===== config.mk =====
export PLATFORM = sky130hd
export DESIGN_NAME = bop_crash_ctrl
export DESIGN_NICKNAME = d
export VERILOG_FILES = /design/src/rtl/bop_pkg.sv /design/src/rtl/bop_log_fifo.sv /design/src/rtl/bop_crash_ctrl.sv
export SDC_FILE = /design/constraint.sdc
export NUM_CORES = 1
export LEC_CHECK = 0
export ABC_AREA = 1
export CAP_MARGIN = 20
export CORE_ASPECT_RATIO = 1.1
export CORE_UTILIZATION = 47
export DETAILED_ROUTE_END_ITERATION = 16
export GPL_ROUTABILITY_DRIVEN = 0
export PLACE_DENSITY = 0.72
export SLEW_MARGIN = 20
export SYNTH_ARGS = -nofsm -noshare
export SYNTH_HDL_FRONTEND = slang
export SYNTH_HIERARCHICAL = 1
export SYNTH_SLANG_ARGS = --single-unit

===== constraint.sdc =====
create_clock -name clk_i -period 5.1 [get_ports clk_i]
set_input_delay 1.53 -clock clk_i [delete_from_list [all_inputs] [get_ports clk_i]]
set_output_delay 1.53 -clock clk_i [all_outputs]
set_load 0.005 [all_outputs]

===== src/rtl/bop_pkg.sv =====
// Shared types and constants for the BOP crash controller.
package bop_pkg;

  // Controller states.
  typedef enum logic [2:0] {
    IDLE     = 3'd0,
    REQ      = 3'd1,
    CLEAR    = 3'd2,
    WAIT_LOW = 3'd3,
    HALTED   = 3'd4
  } bop_state_e;

  // One logged crash: offending PC and effective address.
  typedef struct packed {
    logic [31:0] pc;
    logic [31:0] addr;
  } bop_log_entry_t;

  // Default exception cause for a buffer-overflow/illegal-load crash.
  localparam logic [31:0] BOP_EXC_CAUSE = 32'h0000_0018;

endpackage : bop_pkg


===== src/rtl/bop_log_fifo.sv =====
// Small synchronous FIFO of crash log entries with a sticky overflow flag.
module bop_log_fifo
  import bop_pkg::*;
#(
  parameter int unsigned DEPTH = 4
) (
  input  logic           i_clk,
  input  logic           i_rst,
  input  logic           i_push,
  input  bop_log_entry_t i_data,
  input  logic           i_pop,
  output bop_log_entry_t o_data,
  output logic           o_empty,
  output logic           o_ovf
);

  localparam int unsigned AW = $clog2(DEPTH);
  localparam logic [AW:0] PTR_ONE = {{AW{1'b0}}, 1'b1};

  logic [AW:0]    r_wptr;
  logic [AW:0]    r_rptr;
  logic           r_ovf;
  bop_log_entry_t r_mem [DEPTH];

  logic w_empty;
  logic w_full;
  logic w_do_pop;
  logic w_do_push;

  // Flags, and the accepted push/pop for this cycle.
  always_comb begin
    w_empty   = (r_wptr == r_rptr);
    w_full    = (r_wptr[AW] != r_rptr[AW]) &&
                (r_wptr[AW-1:0] == r_rptr[AW-1:0]);
    w_do_pop  = i_pop && !w_empty;
    // A pop in the same cycle frees the slot, so a full FIFO can still take the push.
    w_do_push = i_push && (!w_full || w_do_pop);
  end

  // Pointers and the sticky overflow flag.
  always_ff @(posedge i_clk or posedge i_rst) begin
    if (i_rst) begin
      r_wptr <= '0;
      r_rptr <= '0;
      r_ovf  <= 1'b0;
    end else begin
      if (w_do_pop)  r_rptr <= r_rptr + PTR_ONE;
      if (w_do_push) r_wptr <= r_wptr + PTR_ONE;
      if (i_push && w_full && !i_pop) r_ovf <= 1'b1;
    end
  end

  // Entry storage; needs no reset because the head is masked while empty.
  always_ff @(posedge i_clk) begin
    if (w_do_push) r_mem[r_wptr[AW-1:0]] <= i_data;
  end

  // Head entry and status outputs.
  always_comb begin
    o_data  = w_empty ? '0 : r_mem[r_rptr[AW-1:0]];
    o_empty = w_empty;
    o_ovf   = r_ovf;
  end

endmodule : bop_log_fifo


===== src/rtl/bop_crash_ctrl.sv =====
// Turns the detector's level crash flag into one handshaked exception request,
// clears the detector's range buffer afterwards, and logs offending PC/address pairs.
module bop_crash_ctrl
  import bop_pkg::*;
#(
  parameter int unsigned LOG_DEPTH = 4,
  parameter bit          STICKY    = 1'b0,
  parameter logic [31:0] EXC_CAUSE = BOP_EXC_CAUSE,
  parameter int unsigned CNT_W     = 16
) (
  input  logic             clk_i,
  input  logic             rst_i,
  input  logic             en_crash_i,
  input  logic             crash_i,
  input  logic [31:0]      crash_pc_i,
  input  logic [31:0]      crash_addr_i,
  output logic             exc_req_o,
  output logic [31:0]      exc_cause_o,
  output logic [31:0]      exc_tval_o,
  input  logic             exc_ack_i,
  output logic             rst_buf_o,
  output logic             halt_o,
  input  logic             log_rd_i,
  output logic             log_valid_o,
  output logic [31:0]      log_pc_o,
  output logic [31:0]      log_addr_o,
  output logic             log_ovf_o,
  output logic [CNT_W-1:0] crash_cnt_o,
  output logic [CNT_W-1:0] drop_cnt_o
);

  localparam logic [CNT_W-1:0] CNT_ONE = {{(CNT_W-1){1'b0}}, 1'b1};

  bop_state_e       r_state;
  bop_state_e       w_next;
  logic             r_crash_q;
  logic             r_halt_seen;
  logic [31:0]      r_tval;
  logic [CNT_W-1:0] r_crash_cnt;
  logic [CNT_W-1:0] r_drop_cnt;

  logic             w_event;
  logic             w_accept;
  logic             w_drop;
  bop_log_entry_t   w_push_data;
  bop_log_entry_t   w_head;
  logic             w_log_empty;
  logic             w_log_ovf;

  // Rising-edge detect on the crash level, gated by the protection enable.
  always_comb begin
    w_event     = crash_i && !r_crash_q && en_crash_i;
    w_accept    = w_event && (r_state == IDLE);
    w_drop      = w_event && (r_state != IDLE);
    w_push_data = '{pc: crash_pc_i, addr: crash_addr_i};
  end

  // State register.
  always_ff @(posedge clk_i or posedge rst_i) begin
    if (rst_i) r_state <= IDLE;
    else       r_state <= w_next;
  end

  // Next-state logic.
  always_comb begin
    w_next = r_state;
    unique case (r_state)
      IDLE:     if (w_accept)  w_next = REQ;
      REQ:      if (exc_ack_i) w_next = STICKY ? HALTED : CLEAR;
      CLEAR:    w_next = WAIT_LOW;
      WAIT_LOW: if (!crash_i)  w_next = IDLE;
      HALTED:   w_next = HALTED;
      default:  w_next = IDLE;
    endcase
  end

  // Outputs decoded from state; the halt-entry pulse uses a one-cycle history bit.
  always_comb begin
    exc_req_o   = (r_state == REQ);
    exc_cause_o = EXC_CAUSE;
    exc_tval_o  = r_tval;
    rst_buf_o   = (r_state == CLEAR) || ((r_state == HALTED) && !r_halt_seen);
    halt_o      = (r_state == HALTED);
  end

  // Edge-detect history, halt-entry history and captured address.
  always_ff @(posedge clk_i or posedge rst_i) begin
    if (rst_i) begin
      r_crash_q   <= 1'b0;
      r_halt_seen <= 1'b0;
      r_tval      <= '0;
    end else begin
      r_crash_q   <= crash_i;
      r_halt_seen <= (r_state == HALTED);
      if (w_accept) r_tval <= crash_addr_i;
    end
  end

  // Saturating accepted/dropped crash counters.
  always_ff @(posedge clk_i or posedge rst_i) begin
    if (rst_i) begin
      r_crash_cnt <= '0;
      r_drop_cnt  <= '0;
    end else begin
      if (w_accept && (r_crash_cnt != '1)) r_crash_cnt <= r_crash_cnt + CNT_ONE;
      if (w_drop   && (r_drop_cnt  != '1)) r_drop_cnt  <= r_drop_cnt  + CNT_ONE;
    end
  end

  bop_log_fifo #(
    .DEPTH (LOG_DEPTH)
  ) u_log (
    .i_clk   (clk_i),
    .i_rst   (rst_i),
    .i_push  (w_accept),
    .i_data  (w_push_data),
    .i_pop   (log_rd_i),
    .o_data  (w_head),
    .o_empty (w_log_empty),
    .o_ovf   (w_log_ovf)
  );

  // Log and counter outputs.
  always_comb begin
    log_valid_o = !w_log_empty;
    log_pc_o    = w_head.pc;
    log_addr_o  = w_head.addr;
    log_ovf_o   = w_log_ovf;
    crash_cnt_o = r_crash_cnt;
    drop_cnt_o  = r_drop_cnt;
  end

endmodule : bop_crash_ctrl


==> summary.txt, run 1 <==
Floorplanning
  • Initial Util: 0.477
  • Row cnt: 66
  • Die area: 30700 um2
  • Boundary pin count: 235
  • Die outline width: 167 um
  • Core box area: 29600 um2
  • Die height: 184 um

Timing
  • Worst Tran Pin Value: 0.882 ns
  • Fmax achieved: 225 MHz
  • Min cycle time layout: 4.45 ns
  • Final Hold Viols: 0
  • Tcrit/Tclk final: 0.873
  • Final setup violation count: 0
  • Setup ws final: 0.649 ns
  • Setup Skew: 0.0130 ns
  • RSZ-0062 raised after global routing: false
  • Slew Viols, Final: 0
  • Slew HR: 0.412

Clock network
  • Clock Latency Late Sink: 0.50 ns
  • Num CTS Buffers: 35
  • CTS tree: built
  • Clk buf depth: 3
  • Root Buffer: clkbuf_16
  • CTS resizes: 0
  • H-Tree Depth: 2
  • Setup bufs post-CTS: 0
  • Clk sinks: 332
  • Cts hold-fix bufs: 0
  • Reg clk slew, reported paths: 0.06 ns

Critical path
  • Arrival time at the worst endpoint: 2.92 ns
  • Slowest cell on crit path: buf_4
  • R2R Path Start: u_log/r_rptr[0]
  • WS Path Type: reg2out
  • FF-to-FF setup slack: 2.45 ns
  • Critical Path Source: u_log/r_rptr[0]
  • Setup crit end kind: primary output
  • Worst setup path end: log_pc_o[19]
  • CP required: 3.57 ns
  • Critical path, cell by cell: inv_4 -> buf_4 -> o21ai_0 -> o22ai_1 -> nand2_1 -> inv_1 -> clkdlybuf4s50_1
  • Critical R2R Capture: u_log/r_mem[2][36]
  • Maximum fanout along the worst path: 62
  • Worst-case reg-to-reg path depth: 8
  • Crit-path max cell delay: 0.57 ns
  • Setup crit start kind: flip-flop

Layout
  • Nets: 1592
  • Antenna cells: 0
  • Layout area overhead: 24.3%
  • Footprint of the multi-input gates: 3680 um2
  • Core Util, Final: 0.593
  • Share of cells above drive strength 1: 0.0714
  • Number of fill cells in the layout: 2412
  • Sequential Area: 9590 um2

Detailed routing
  • DRT Wirelength: 32.0 mm
  • Vias per cell: 5.14
  • Post-DRT Antenna Nets: 0
  • Vias: 9841
  • DRT iter0 DRCs: 513
  • Routed wire per std cell: 16.7 um
  • DRC: 0
  • Drt pass-1 iters: 5

Global route
  • Largest net degree at the start of global routing: 87
  • Busiest grt layer: met2
  • Global Route met2 Usage: 0.371
  • GR Util met3: 0.0446
  • Number of global-route vias before repair: 9506
  • Total congestion overflow: 0
  • Grt met1 use: 0.263
  • Initial antenna violation count: 0
  • First-pass GRT wire length: 50.4 mm
  • Gr usage total: 0.210

Flow run
  • Max-cap violation count: 0

Yosys
  • Post-synthesis simple-gate area fraction: 0.151
  • Library cells used by synthesis: 32
  • Adder-Cell Fraction of Synth Area: 0.00621
  • Xor and xnor area share after synthesis: 0.00745
  • Mapped Area: 14100 um2
  • Post-Syn Area per Cell: 10.7 um2
  • Syn. warnings: 6
  • Synth Area in Compound Gates: 0.0849
  • Syn Inst Count: 1317
  • Seq/Total Area, Yosys: 0.680
  • Yosys reg bits: 332
  • Post-synthesis mux area share: 0
  • Largest family of logic cells by synthesized area: simple AND/OR/NAND/NOR gates

Pwr
  • Worst vdd ir: 0.316 mV
  • Static Leak: 6.98 nW
  • Power density over cell area: 549 nW/um2
  • Tot Pwr: 9.63 mW

Place
  • Dpl hpwl: 19.5 mm
  • Pre-CTS WS: 1.11 ns
  • Port Buffer Count: 202

Min path
  • Worst min path class: reg2reg

Run status
  • Status: complete, no violations
==> synth_stat cells <==
master    instances  area share
ha_1              7      0.0062
nor2_1          166       0.044
o21bai_1          1     0.00053
nand3b_1          1     0.00053
buf_1             2     0.00053
clkbuf_2          4      0.0014
o21ai_0         140       0.050
xnor2_1           3      0.0019
xor2_1            9      0.0056
inv_2            12      0.0032
clkbuf_1         25      0.0067
inv_1           106       0.028
o21ai_2           2      0.0012
buf_6             6      0.0048
o21a_1            1     0.00053
nand2_2           6      0.0027
conb_1            2     0.00053
o32ai_1           1     0.00062
nand3_2           2      0.0014
edfxtp_1        256        0.54
nor2_4            2      0.0016
o21ai_1           8      0.0028
nand4_1          10      0.0044
o21ai_4           1      0.0012
buf_4            34       0.018
nand3_1          21      0.0074
nand2_1         322       0.086
nor2_2            6      0.0027
o22ai_1          64       0.028
buf_2            20      0.0071
dfrtp_1          76        0.13
nand2_4           1     0.00080
==> routing by layer <==
metal / vias up / part of all wire
met1: 4734 / 0.42
met5: - / 0
met4: 0 / 0.015
li1: 4749 / -
met3: 39 / 0.067
met2: 319 / 0.49
==> cells in the final DEF, fill, tap and decap left out, types with 9 or more instances in the layout <==
| master | instances |
|---|---|
| buf_4 | 15 |
| clkbuf_1 | 10 |
| clkbuf_16 | 37 |
| clkdlybuf4s50_1 | 202 |
| clkinv_2 | 10 |
| conb_1 | 32 |
| dfrtp_1 | 74 |
| edfxtp_1 | 256 |
| inv_1 | 104 |
| inv_2 | 12 |
| nand2_1 | 322 |
| nand3_1 | 21 |
| nand4_1 | 10 |
| nor2_1 | 162 |
| o21ai_0 | 140 |
| o22ai_1 | 64 |
| xor2_1 | 9 |
==> sequential cells by signal (all words and copies together) (netlist names) <==
register	count
u_log/r_mem	256
exc_tval_o	32
crash_cnt_o	16
drop_cnt_o	16
r_state	3
u_log/r_rptr	3
u_log/r_wptr	3
r_crash_q	1
r_halt_seen	1
u_log/o_ovf	1
==> per-stage QoR <==
stage	cell area (um2)	TNS [ns]	instances	hold WS (ns)
6_report	17500	0	1915	0.481
5_1_grt	17500	0	1915	0.507
4_1_cts	17500	0	1915	0.485
3_5_place_dp	16400	0	1852	0.465
3_3_place_gp	16400	0	1852	0.462
2_1_floorplan	14200	-109.38	1347	0.468
==> cell families (layout without fill, tap and decap cells) <==
kind of cell,Yosys count,count (layout)
and+or+nand+nor,537,537
DFF,332,332
AOI/OAI and AO/OA,218,218
buffers and inverters,209,403
xor gates and xnor gates,12,12
adders and majority gates,7,7
other,2,32
==> area by class of cell <==
class,instances,share of cell area
repair buffers,222,0.127
inverters,118,0.0255
well taps,374,0.0267
clock buffers,49,0.0565
clock inverters,14,0.00664
flip-flops and latches,332,0.547
multi-input cells,806,0.210
==> power breakdown <==
group | switching [mW] | leakage (nW) | internal [mW]
clock | 0.978 | 0.550 | 1.46
sequential | 0.233 | 3.28 | 3.21
combinational | 1.93 | 3.14 | 1.83
total | 3.14 | 6.98 | 6.49
==> worst min-delay path by stage <==
stage / from / slack, ns / end / cells past startpoint
6_report: exc_tval_o[29] / 0.48 / exc_tval_o[29] / 2
5_1_grt: exc_tval_o[21] / 0.51 / exc_tval_o[21] / 2
4_1_cts: exc_tval_o[5] / 0.49 / exc_tval_o[5] / 2
3_5_place_dp: exc_tval_o[13] / 0.46 / exc_tval_o[13] / 2
3_3_place_gp: exc_tval_o[17] / 0.46 / exc_tval_o[17] / 2
2_1_floorplan: u_log/o_ovf / 0.47 / u_log/o_ovf / 1
==> critical path: cells and delay by family, from the launching register on <==
kind	cells	cell delay, ns
buffers and inverters	4	1.39
flip-flops	1	0.50
AO/OA/AOI/OAI	2	0.41
AND/OR/NAND/NOR	1	0.09
No activity file was read; power rests on OpenSTA's default activity.
==> run 2: changes to the inputs <==
TNS_END_PERCENT = 10   (was not set)
==> results of run 2 <==
No change in the layout: final DEF, timing and power equal those of run 1.
==> variant 1, RTL diff (flow settings as in run 2) <==
Register the output `drop_cnt_o`, cleared by the reset; this adds one clock of latency there. The other outputs are not delayed to match.
--- a/src/rtl/bop_crash_ctrl.sv
+++ b/src/rtl/bop_crash_ctrl.sv
@@ -31,4 +31,6 @@
 
   localparam logic [CNT_W-1:0] CNT_ONE = {{(CNT_W-1){1'b0}}, 1'b1};
+
+  logic [CNT_W-1:0] drop_cnt_d;
 
   bop_state_e       r_state;
@@ -128,5 +130,13 @@
     log_ovf_o   = w_log_ovf;
     crash_cnt_o = r_crash_cnt;
-    drop_cnt_o  = r_drop_cnt;
+    drop_cnt_d  = r_drop_cnt;
+  end
+
+  always_ff @(posedge clk_i or posedge rst_i) begin
+    if (rst_i) begin
+      drop_cnt_o <= '0;
+    end else begin
+      drop_cnt_o <= drop_cnt_d;
+    end
   end
 
Check against the original RTL: not equivalent (Yosys sat finds a counterexample within 4 cycles, from zero or initial values and one cycle with rst_i high).
==> variant 1 against run 2 <==
- wire length up 1.7%
- clock skew rose by 0.0052 ns
- total power grew 2.9%
- count of clock-buffer cells in the layout fell by 1
- core utilization decreased by 0.36 points
- critical path type unchanged
- largest power group unchanged
- synthesized area increased by 3.3%
- fmax down 5.7%
- sequential cell count is 16 higher
- via count rose by 2.3%
- die area increased by 3.3%
- critical endpoint is now log_addr_o[17]
- critical path depth decreased by 1
- highest routed layer is now met5
- worst setup slack worse by 0.27 ns
- cell area increased by 2.6%
==> variant 1: results (changes against run 2) <==
Biggest area contributors in the synthesized netlist: sky130_fd_sc_hd__edfxtp_1, sky130_fd_sc_hd__dfrtp_1, sky130_fd_sc_hd__nand2_1 (unchanged). The portion of the post-synthesis area used by sequential elements was 68.5% (was 68.0%); the number of distinct library cell variants in the gate-level netlist after synthesis was 29 (was 32). The total routing resource utilization after global routing was 20.8% (was 21.0%). The critical register-to-register path endpoint is u_log/r_mem[0][36]$_DFFE_PP_ (was u_log/r_mem[2][36]$_DFFE_PP_). The tools report the first-iteration detailed-routing DRC count as 777 (was 513).

The run gives 2.50 ns (was 2.45 ns) as the internal reg-to-reg setup slack. The hold-critical path endpoint was drop_cnt_o[15]$_DFF_PP0_ (was exc_tval_o[29]$_DFFE_PP0P_). The cell area after placement was 16,900 µm² (was 16,400 µm²); the switching portion of total power was 33.0% (was 32.6%). The launch instance of the worst min-delay path was drop_cnt_d[15]$_DFFE_PP0P_ (was exc_tval_o[29]$_DFFE_PP0P_). For the global-route wire length before repair, the log shows 51,700 µm (was 50,400 µm).

Maximum clock skew at final layout: 0.0182 ns (was 0.0130 ns). The logs give 32,500 µm (was 32,000 µm) for the final wirelength and 1 (was 0) for the number of antenna violations at the first check in global routing. The number of stages on the worst hold path works out to 0 (was 2).

The logs give 7.11 nW (was 6.98 nW) for the static leakage power and 9,805 (was 9,506) for the number of global-route vias before repair. The number of fillers in the final layout was 2,537 (was 2,412). The post-synthesis share of cell area spent on xor and xnor gates was 0.721% (was 0.745%). For the maximum number of pins on one net before global-route repair, the log shows 130 (was 87). Peak per-stage delay on the critical path: 0.80 ns (was 0.57 ns). The fraction of layout instances using a drive strength above 1 was 7.85% (was 7.14%); the post-placement worst setup slack was 0.898 ns (was 1.11 ns). The flow ran to the end, and the final reports show no timing, DRC or antenna violations.

Commonest cells in the netlist: sky130_fd_sc_hd__nand2_1, sky130_fd_sc_hd__edfxtp_1, sky130_fd_sc_hd__nor2_1 (unchanged). The estimated wirelength of the detail-placed design is 19,400 µm (was 19,500 µm), and the post-layout net count is 1,605 (was 1,592).
-- variant 1: cell type report --
class / instances / share of cell area, %
tap: 414 / 2.88
sequential: 348 / 55.6
timing repair buffer: 219 / 12.1
multi-input combinational: 809 / 20.9
inverter: 115 / 2.43
clock inverter: 16 / 0.668
clock buffer: 48 / 5.49
-- variant 1: logic make-up (layout without fill, tap and decap cells) --
logic type / after synthesis / count (layout)
XOR/XNOR: 12 / 12
other: 2 / 32
flip-flops: 348 / 348
adder cells (fa/ha/maj): 7 / 7
buffers and inverters: 206 / 398
AO/OA/AOI/OAI: 224 / 224
AND/OR/NAND/NOR: 534 / 534
-- variant 1: per-layer routing --
layer / vias to the layer above / share of wire, % / global-route usage, %
met5: - / 0.040 / 0
met4: 2 / 2.5 / 6.41
met3: 60 / 7.3 / 4.56
met2: 351 / 48 / 35.2
met1: 4850 / 42 / 26.7
li1: 4803 / - / -
-- variant 1: metrics by stage --
stage | hold WS (ns) | instances | total power, mW | utilization [%]
finish | 0.446 | 1969 | 9.91 | 58.9
global route | 0.485 | 1969 | 10.5 | 58.9
CTS | 0.450 | 1969 | 10.0 | 58.9
detailed placement | 0.436 | 1905 | 7.53 | 55.3
global placement | 0.432 | 1905 | 7.47 | 55.3
floorplan | 0.408 | 1363 | 5.55 | -
-- variant 1: how the worst max path moves through the flow --
| stage | endpoint | slack [ns] | cells past startpoint |
|---|---|---|---|
| 3_5_place_dp | log_addr_o[17] | 0.90 | 6 |
| 3_3_place_gp | log_addr_o[16] | 1.03 | 6 |
| 2_1_floorplan | u_log/r_mem[0][0]$_DFFE_PP_ | -0.41 | 7 |
| 4_1_cts | log_addr_o[17] | 0.35 | 6 |
| 6_report | log_addr_o[17] | 0.38 | 6 |
| 5_1_grt | log_addr_o[18] | 0.18 | 6 |
-- variant 1: power groups by stage --
stage	combinational [mW]	clock, mW	sequential, mW
2_1_floorplan	1.91	0	3.64
3_3_place_gp	3.75	0	3.72
3_5_place_dp	3.81	0	3.72
4_1_cts	3.82	2.51	3.68
5_1_grt	4.19	2.62	3.72
6_report	3.78	2.46	3.67
==> variant 2, RTL diff (settings of run 2) <==
Without the edit above. The parameter `STICKY` goes from 1'b0 to 1'b1.
--- a/src/rtl/bop_crash_ctrl.sv
+++ b/src/rtl/bop_crash_ctrl.sv
@@ -5,5 +5,5 @@
 #(
   parameter int unsigned LOG_DEPTH = 4,
-  parameter bit          STICKY    = 1'b0,
+  parameter bit          STICKY    = 1'b1,
   parameter logic [31:0] EXC_CAUSE = BOP_EXC_CAUSE,
   parameter int unsigned CNT_W     = 16
Function: changed (Yosys sat finds a counterexample within 4 cycles, from zero or initial values and one cycle with rst_i high).
==> variant 2 against run 2 <==
- wire length decreased by 1.6%
- core utilization about the same
- fmax decreased by 4.3%
- worst setup slack got worse by 0.20 ns
- sequential cell count unchanged
- total power increased by 0.21%
- synthesized area increased by 0.12%
- cell area about the same
- cell count decreased by 0.16%
- critical endpoint is now log_addr_o[17]
==> variant 2: results (changes against run 2) <==
The run finished with clean final reports. The first-iteration detailed-routing DRC count came out at 581 (was 513). Biggest area contributors in the synthesized netlist: sky130_fd_sc_hd__edfxtp_1, sky130_fd_sc_hd__dfrtp_1, sky130_fd_sc_hd__nand2_1 (unchanged). The transition time at the pin with the least slew margin works out to 0.940 ns (was 0.882 ns). The global-route wire length before repair is 50,300 µm (was 50,400 µm). The tools report the hold-critical path endpoint as exc_tval_o[25]$_DFFE_PP0P_ (was exc_tval_o[29]$_DFFE_PP0P_). The class of the worst hold path was reg -> reg (unchanged).

The logs give 0.0169 ns (was 0.0130 ns) for the maximum clock skew at final layout and 1,588 (was 1,592) for the post-layout net count. The fraction of layout instances using a drive strength above 1 works out to 7.03% (was 7.14%). The average detailed-routed wire length per instance was 16.5 µm (was 16.7 µm); the clock-pin slew on the worst setup and hold paths was 0.06 ns (about the same). Commonest cells in the netlist: sky130_fd_sc_hd__nand2_1, sky130_fd_sc_hd__edfxtp_1, sky130_fd_sc_hd__nor2_1 (unchanged). The post-placement worst setup slack came out at 1.00 ns (was 1.11 ns). The number of flip-flops under the largest register name came out at 256 (unchanged). The maximum number of pins on one net before global-route repair was 112 (was 87). The number of global-route vias before repair was 9,654 (was 9,506).

The run gives 3.12 ns (was 2.92 ns) as the arrival time of data at the critical path endpoint. Number of distinct library cell variants in the gate-level netlist after synthesis: 34 (was 32). The tools report the cell area after placement as 16,400 µm² (about the same). Number of stages on the worst hold path: 2 (unchanged). The internal reg-to-reg setup slack was 2.10 ns (was 2.45 ns). Critical register-to-register path endpoint: u_log/r_mem[3][18]$_DFFE_PP_ (was u_log/r_mem[2][36]$_DFFE_PP_). Launching instance or port of the critical path: u_log/r_rptr[0]$_DFFE_PP0P_ (unchanged). The static leakage power was 6.95 nW (was 6.98 nW). The portion of the post-synthesis area used by sequential elements was 67.9% (was 68.0%). The logs give 3 (unchanged) for the maximum root-to-sink buffer count and 2 (unchanged) for the level count of the clock H-tree. The tools report the number of warnings reported in the yosys synthesis log as 6 (unchanged). The tools report the launch instance of the worst min-delay path as exc_tval_o[25]$_DFFE_PP0P_ (was exc_tval_o[29]$_DFFE_PP0P_). The logs give 0.478 ns (was 0.481 ns) for the worst hold margin and 0.305 mV (was 0.316 mV) for the worst-case vdd ir drop. Clock latency on the worst-skew pair, taken at its later pin, is 0.51 ns. The depth of the worst register-to-register path is 8 (unchanged), and the number of synthesized flops with an enable pin is 256 (unchanged). The number of setup buffers added after CTS is 0 (unchanged), and the number of antenna violations at the first check in global routing is 1 (was 0). The detailed-router iteration count before antenna repair is 5 (unchanged).

The estimated wirelength of the detail-placed design was 18,800 µm (was 19,500 µm). The maximum net fanout on the critical path was 111 (was 62); the port buffer count was 202 (unchanged). Via-per-instance ratio: 5.14 (about the same). The number of gates resized after cts is 0 (unchanged), and the async set-reset flop share out of synthesis is 22.9% (unchanged).

The CTS buffer count is 35 (unchanged). Clock root buffer: sky130_fd_sc_hd__clkbuf_16 (unchanged). The total routing resource utilization after global routing was 20.9% (was 21.0%).
[variant 2: cell count changes in the layout (fill, tap and decap cells not counted), sizes merged, moves of 2 or more]
cell	delta
buf	-4
nand4	-2
clkinv	-6
nor2	+3
clkbuf	+5
[variant 2: final cells by class]
type | count | area (µm²)
Inverter | 117 | 443
Clock buffer | 54 | 1030
Antenna cell | 1 | 2.50
Fill cell | 2381 | 12000
Clock inverter | 9 | 120
Multi-Input combinational cell | 807 | 3700
Timing Repair Buffer | 218 | 2180
Sequential cell | 332 | 9590
Tap cell | 374 | 468
[variant 2: power by group]
part           internal (mW)  switching, mW  total (mW)
Sequential              3.21          0.290        3.50
Combinational           1.78           1.85        3.63
Clock                   1.54          0.979        2.52
[variant 2: logic make-up (layout without fill, tap and decap cells)]
group | count (synthesis) | in the layout | synth area share [%]
adder cells (fa/ha/maj) | 7 | 7 | 0.620
XOR/XNOR | 12 | 12 | 0.744
buffers and inverters | 208 | 398 | 6.98
flip-flops | 332 | 332 | 67.9
AO/OA/AOI/OAI | 216 | 216 | 8.50
AND/OR/NAND/NOR | 540 | 540 | 15.2
other | 2 | 33 | 0.0532
[variant 2: worst max-delay path: stages, from the launching register on]
cell and delay (ns):
sky130_fd_sc_hd__dfrtp_4 0.73, sky130_fd_sc_hd__inv_4 0.31, sky130_fd_sc_hd__buf_12 0.40, sky130_fd_sc_hd__o21ai_0 0.15
sky130_fd_sc_hd__o22ai_1 0.24, sky130_fd_sc_hd__nand2_1 0.08, sky130_fd_sc_hd__inv_1 0.07, sky130_fd_sc_hd__clkdlybuf4s50_1 0.50
[variant 2: worst max-delay path by stage]
stage,to,slack (ns),depth (start not counted)
final,log_addr_o[17],0.45,7
after global placement,log_addr_o[14],1.04,7
after global routing,log_addr_o[15],0.17,7
after CTS,log_addr_o[14],0.43,7
after detailed placement,log_addr_o[14],1.00,7
after floorplan,u_log/r_mem[0][0]$_DFFE_PP_,-0.43,7
[variant 2: stage by stage]
step | std cells | power [mW] | utilization [%]
final | 1912 | 9.65 | 59.3
after global routing | 1911 | 10.3 | 59.3
after CTS | 1911 | 9.76 | 59.3
after detailed placement | 1848 | 7.22 | 55.4
after global placement | 1848 | 7.15 | 55.4
after floorplan | 1347 | 5.32 | -
[variant 2: layer usage]
layer,GRT usage (%),wire [µm],up-vias
met5,0,0,-
met2,35.8,15300,326
li1,-,-,4741
met4,6.09,632,0
met3,4.52,2120,47
met1,26.8,13400,4714
